<file path="src/rtl/spike_readout_controller.sv">
// Window sequencer for a spike accumulator array: clear, gated accumulation over
// TIMESTEPS ticks, then a valid/ready readout of every count with argmax tracking.
`timescale 1ns/1ps
module spike_readout_controller #(
   parameter int NUM_ACC    = 10,
   parameter int DATA_WIDTH = 16,
   parameter int TIMESTEPS  = 32,
   parameter int IDX_WIDTH  = $clog2(NUM_ACC)
) (
   input  logic                          clk,
   input  logic                          rst,
   input  logic                          start,
   input  logic                          step,
   input  logic [NUM_ACC*DATA_WIDTH-1:0] acc_values,
   output logic                          acc_enable,
   output logic                          acc_clear,
   output logic                          busy,
   output logic                          out_valid,
   input  logic                          out_ready,
   output logic [IDX_WIDTH-1:0]          out_index,
   output logic [DATA_WIDTH-1:0]         out_value,
   output logic                          out_last,
   output logic                          class_valid,
   output logic [IDX_WIDTH-1:0]          class_index,
   output logic [DATA_WIDTH-1:0]         class_value,
   output logic                          done
);

   localparam int CNT_W = $clog2(TIMESTEPS + 1);
   localparam logic [CNT_W-1:0]     LAST_STEP = CNT_W'(TIMESTEPS - 1);
   localparam logic [IDX_WIDTH-1:0] LAST_IDX  = IDX_WIDTH'(NUM_ACC - 1);

   typedef enum logic [2:0] {IDLE, CLEAR, ACCUM, SETTLE, READOUT, DONE} state_t;

   state_t state, next_state;

   logic [NUM_ACC-1:0][DATA_WIDTH-1:0] acc_arr;
   logic [CNT_W-1:0]      step_cnt;
   logic [IDX_WIDTH-1:0]  best_idx, win_idx, idx_nxt;
   logic [DATA_WIDTH-1:0] best_val, win_val;
   logic                  handshake, take;

   logic                  acc_enable_d, acc_clear_d, busy_d, out_valid_d, out_last_d, done_d;
   logic [IDX_WIDTH-1:0]  out_index_d;
   logic [DATA_WIDTH-1:0] out_value_d;

   assign acc_arr   = acc_values;
   assign handshake = out_valid & out_ready;
   assign idx_nxt   = out_index + IDX_WIDTH'(1);
   // Strictly-greater keeps the lowest index on ties; beat 0 always seeds the best.
   assign take      = (out_index == '0) || (out_value > best_val);
   assign win_idx   = take ? out_index : best_idx;
   assign win_val   = take ? out_value : best_val;

   always_ff @(posedge clk or posedge rst) begin
      if (rst) state <= IDLE;
      else     state <= next_state;
   end

   always_comb begin
      next_state = state;
      case (state)
         IDLE:    if (start) next_state = CLEAR;
         CLEAR:   next_state = ACCUM;
         ACCUM:   if (step && step_cnt == LAST_STEP) next_state = SETTLE;
         SETTLE:  next_state = READOUT;
         READOUT: if (handshake && out_index == LAST_IDX) next_state = DONE;
         DONE:    next_state = IDLE;
         default: next_state = IDLE;
      endcase
   end

   // Next values of the registered outputs are derived from the upcoming state.
   always_comb begin
      acc_enable_d = (next_state == ACCUM);
      acc_clear_d  = (next_state == CLEAR);
      busy_d       = (next_state != IDLE);
      out_valid_d  = (next_state == READOUT);
      done_d       = (next_state == DONE);
      out_index_d  = out_index;
      out_value_d  = out_value;
      if (state == SETTLE) begin
         out_index_d = '0;
         out_value_d = acc_arr[0];
      end else if (handshake && out_index != LAST_IDX) begin
         out_index_d = idx_nxt;
         out_value_d = acc_arr[idx_nxt];
      end
      out_last_d = out_valid_d && (out_index_d == LAST_IDX);
   end

   always_ff @(posedge clk or posedge rst) begin
      if (rst) begin
         acc_enable  <= 1'b0;
         acc_clear   <= 1'b0;
         busy        <= 1'b0;
         out_valid   <= 1'b0;
         out_index   <= '0;
         out_value   <= '0;
         out_last    <= 1'b0;
         class_valid <= 1'b0;
         done        <= 1'b0;
      end else begin
         acc_enable  <= acc_enable_d;
         acc_clear   <= acc_clear_d;
         busy        <= busy_d;
         out_valid   <= out_valid_d;
         out_index   <= out_index_d;
         out_value   <= out_value_d;
         out_last    <= out_last_d;
         class_valid <= done_d;
         done        <= done_d;
      end
   end

   always_ff @(posedge clk or posedge rst) begin
      if (rst) begin
         step_cnt    <= '0;
         best_idx    <= '0;
         best_val    <= '0;
         class_index <= '0;
         class_value <= '0;
      end else begin
         if (state == CLEAR)
            step_cnt <= '0;
         else if (state == ACCUM && step)
            step_cnt <= step_cnt + CNT_W'(1);

         if (handshake) begin
            best_idx <= win_idx;
            best_val <= win_val;
         end

         if (state == IDLE && start) begin
            class_index <= '0;
            class_value <= '0;
         end else if (handshake && out_index == LAST_IDX) begin
            class_index <= win_idx;
            class_value <= win_val;
         end
      end
   end

endmodule

</file>
<file path="config.mk">
export PLATFORM = sky130hd
export DESIGN_NAME = spike_readout_controller
export DESIGN_NICKNAME = d
export VERILOG_FILES = /design/src/rtl/spike_readout_controller.sv
export SDC_FILE = /design/constraint.sdc
export NUM_CORES = 1
export LEC_CHECK = 0
export BUFFER_PORTS_ARGS = -buffer_cell sky130_fd_sc_hd__buf_2
export CORE_ASPECT_RATIO = 1.2
export CORE_MARGIN = 2
export CORE_UTILIZATION = 36
export CTS_CLUSTER_DIAMETER = 30
export DETAILED_ROUTE_END_ITERATION = 16
export PLACE_DENSITY = 0.7
export SLEW_MARGIN = 30
export SYNTH_ARGS = -nofsm -noshare
export SYNTH_HDL_FRONTEND = slang
export SYNTH_SLANG_ARGS = --single-unit
</file>
<file path="constraint.sdc">
create_clock -name clk -period 6.85 [get_ports clk]
set_input_delay 0.3425 -clock clk [delete_from_list [all_inputs] [get_ports clk]]
set_output_delay 0.3425 -clock clk [all_outputs]
set_load 0.05 [all_outputs]
</file>
==> results.toml <==
[status]
outcome = "complete, no violations"

[placement]
gp_congestion = 0.8568
place_area_mm2 = 0.006709
port_buffers = 211
place_ws_ns = 3.671
hpwl_mm = 12.40
dpl.cell_count = 954

[critical_path]
required_ns = 7.06
path_delay_family = "simple AND/OR/NAND/NOR gates"
end_kind = "flip-flop"
crit_fanout = 37
worst_path_largest_cell_delay_ns = 0.64
cp.arrival_ns = 3.21
cp-start-kind = "flip-flop"
timing_worst_setup_path_type = "flip-flop to flip-flop"
timing.critical_path.buf_inv = 1
cp_cell_sequence = "ha_1, a41o_1, a21oi_1, or3_1, and3_1, buf_4, nor3_1, a311o_1"
cpMaxStageDelayCell = "and3_1"

[route]
drt_iter0_drc = 275
route.detailed.drc = 0
wl_per_cell_um = 16.78
via_per_inst = 5.376
wirelength_mm = 16.29
ant_nets = 0
vias = 5220
dr.pass1.iters = 5

[clocking]
cts_inserted_buffers = 9
cts.sinks = 75
cts_resized = 0
hold_buffers = 0
cts-root-buf = "clkbuf_16"
clk-insertion-delay-late_ns = 0.33
clkTransAtPathRegs_ns = 0.06
cts_setup_buffers = 0
cts_max_path_buffers = 2
h-tree-depth = 3
cts_tree = "yes"

[power_and_ir_drop]
seqPwrFrac_pct = 27.4
ir_drop_mv = 0.2219
power_frac_comb_pct = 56.8
clkPwrFrac_pct = 15.8
power_density_mw_per_mm2 = 423.6
p_switching_mw = 1.426
switching_share_pct = 47.89
cellLeakagePower_nw = 3.266
total_power_mw = 2.978
intPower_mw = 1.552

[cells_and_area]
stdcell_area_mm2 = 0.007030
fin_cells = 971
final_cell_mix = "211 x buf_2, 90 x nand2_1, 74 x dfrtp_1"
diodes = 0
n_fill_cell = 1585
fin_util_pct = 45.31
layout_commonest_cell = "buf_2"
drive_gt1_share_pct = 40.76
area_growth_pct = 23.71
nets = 943

[yosys]
synthArstFlopShare_pct = 100.0
seq_area_frac_synth_pct = 33.03
ys.flop_type = "dfrtp_1"
netlist_instances = 577
syn-cell-area_mm2 = 0.005683
yosysWarnings = 0
synth_edf_count = 0
synth_area_per_cell_um2 = 9.849
synth.net_count = 762
ys_types = 62
synth-seq-cells = 75

[global_route]
grt_pass1_vias = 4989
overflow = 0
grt_pass1_wl_mm = 25.52
grt_use_total_pct = 19.10
grt_max_degree = 76
antenna_found_initial = 0

[sta]
tns_ns = 0
fin_worst_skew_ns = 0.009089
min_period_ns = 3.003
grt_setup_unrepaired = "no"
slew_headroom_pct = 48.40
whs_ns = 0.1752
slew_violations = 0
setup_slack_ns = 3.847
worst_pin_slew_ns = 0.7734
timing.fmax_mhz = 333.0
fin_crit_sh_pct = 43.84
hold_viol_final = 0
setup_viol = 0

[run]
maxCapViolCount = 0

[floorplan]
num_rows = 50
die_h_um = 141.6
core_area_mm2 = 0.01551
start_util_pct = 36.63
die_w_um = 118.7
io_pins = 212
dieArea_mm2 = 0.01681

[min_path]
hold_path_class = "input pin to async pin"
==> power groups by stage <==
stage	Sequential, mW	Clock, mW	Combinational, mW
after floorplan	1.01	0	1.18
after global placement	0.856	0	1.62
after detailed placement	0.861	0	1.65
after CTS	0.854	0.479	1.65
after global routing	0.847	0.502	1.86
final	0.816	0.470	1.69
==> worst paths after layout <==
path / end / cells past startpoint / slack (ns) / start
worst min register to register: class_value[14]$_DFFE_PP0P_ / 2 / 0.47 / class_value[14]$_DFFE_PP0P_
worst max register to register: best_val[0]$_DFFE_PP0P_ / 8 / 3.85 / out_value[7]$_DFFE_PP0P_
max in group asynchronous: out_index[0]$_DFF_PP0_ / 3 / 6.16 / rst
worst min-delay path: acc_clear$_DFF_PP0_ / 3 / 0.18 / rst
min in group clk: out_value[4]$_DFFE_PP0P_ / 3 / 0.24 / acc_values[4]
worst max-delay path: best_val[0]$_DFFE_PP0P_ / 8 / 3.85 / out_value[7]$_DFFE_PP0P_
==> routing by layer <==
layer | routed length, um | track usage, % | part of all wire (%) | vias to the layer above
met5 | 0 | 0 | 0 | -
met4 | 303 | 5.827 | 1.9 | 0
met3 | 972 | 3.175 | 6.0 | 20
met2 | 8221 | 32.64 | 50 | 225
met1 | 6797 | 24.87 | 42 | 2440
li1 | - | - | - | 2535
==> cells in the mapped netlist (8+ instances only) <==
master / n / area, um^2
a21oi_1: 10 / 50.05
a31oi_1: 15 / 93.84
buf_6: 8 / 90.09
clkbuf_1: 17 / 63.81
dfrtp_1: 75 / 1877
ha_1: 20 / 250.2
inv_1: 20 / 75.07
mux2_2: 17 / 191.4
mux2i_1: 18 / 180.2
mux4_2: 32 / 720.7
nand2_1: 90 / 337.8
nand3_1: 16 / 80.08
nor2_1: 34 / 127.6
o211ai_2: 10 / 125.1
o21ai_0: 25 / 125.1
o21ai_1: 28 / 140.1
o22ai_1: 15 / 93.84
o311ai_0: 15 / 131.4
o31ai_1: 19 / 142.6
==> area by class of cell <==
class	count	area (um^2)	area share [%]
Multi-Input combinational cell	430	3363	47.84
Inverter	20	76.32	1.086
Tap cell	208	260.3	3.702
Clock buffer	11	242.7	3.453
Timing Repair Buffer	222	1155	16.43
Clock inverter	5	52.55	0.7475
Sequential cell	75	1881	26.75
==> worst min-delay path, stage by stage <==
cell	delay [ns]
buf_2	0.10
clkinv_2	0.04
buf_6	0.50
==> state kept, by name, indices dropped and copies added (netlist names) <==
name,cells
acc_clear,1
acc_enable,1
best_idx,4
best_val,16
busy,1
class_index,4
class_value,16
done,1
out_index,4
out_last,1
out_valid,1
out_value,16
state,3
step_cnt,6
==> cells by family (layout without fill, tap and decap cells) <==
group,count (synthesis),in the layout,synth area share (%)
buf+inv,72,258,7.904
simple gates,173,173,14.05
fa+ha+maj,20,20,4.403
mux,67,67,19.22
compound gates,162,162,19.71
flops,75,75,33.03
xor+xnor,8,8,1.696
Power figures use the tool's default switching activity.
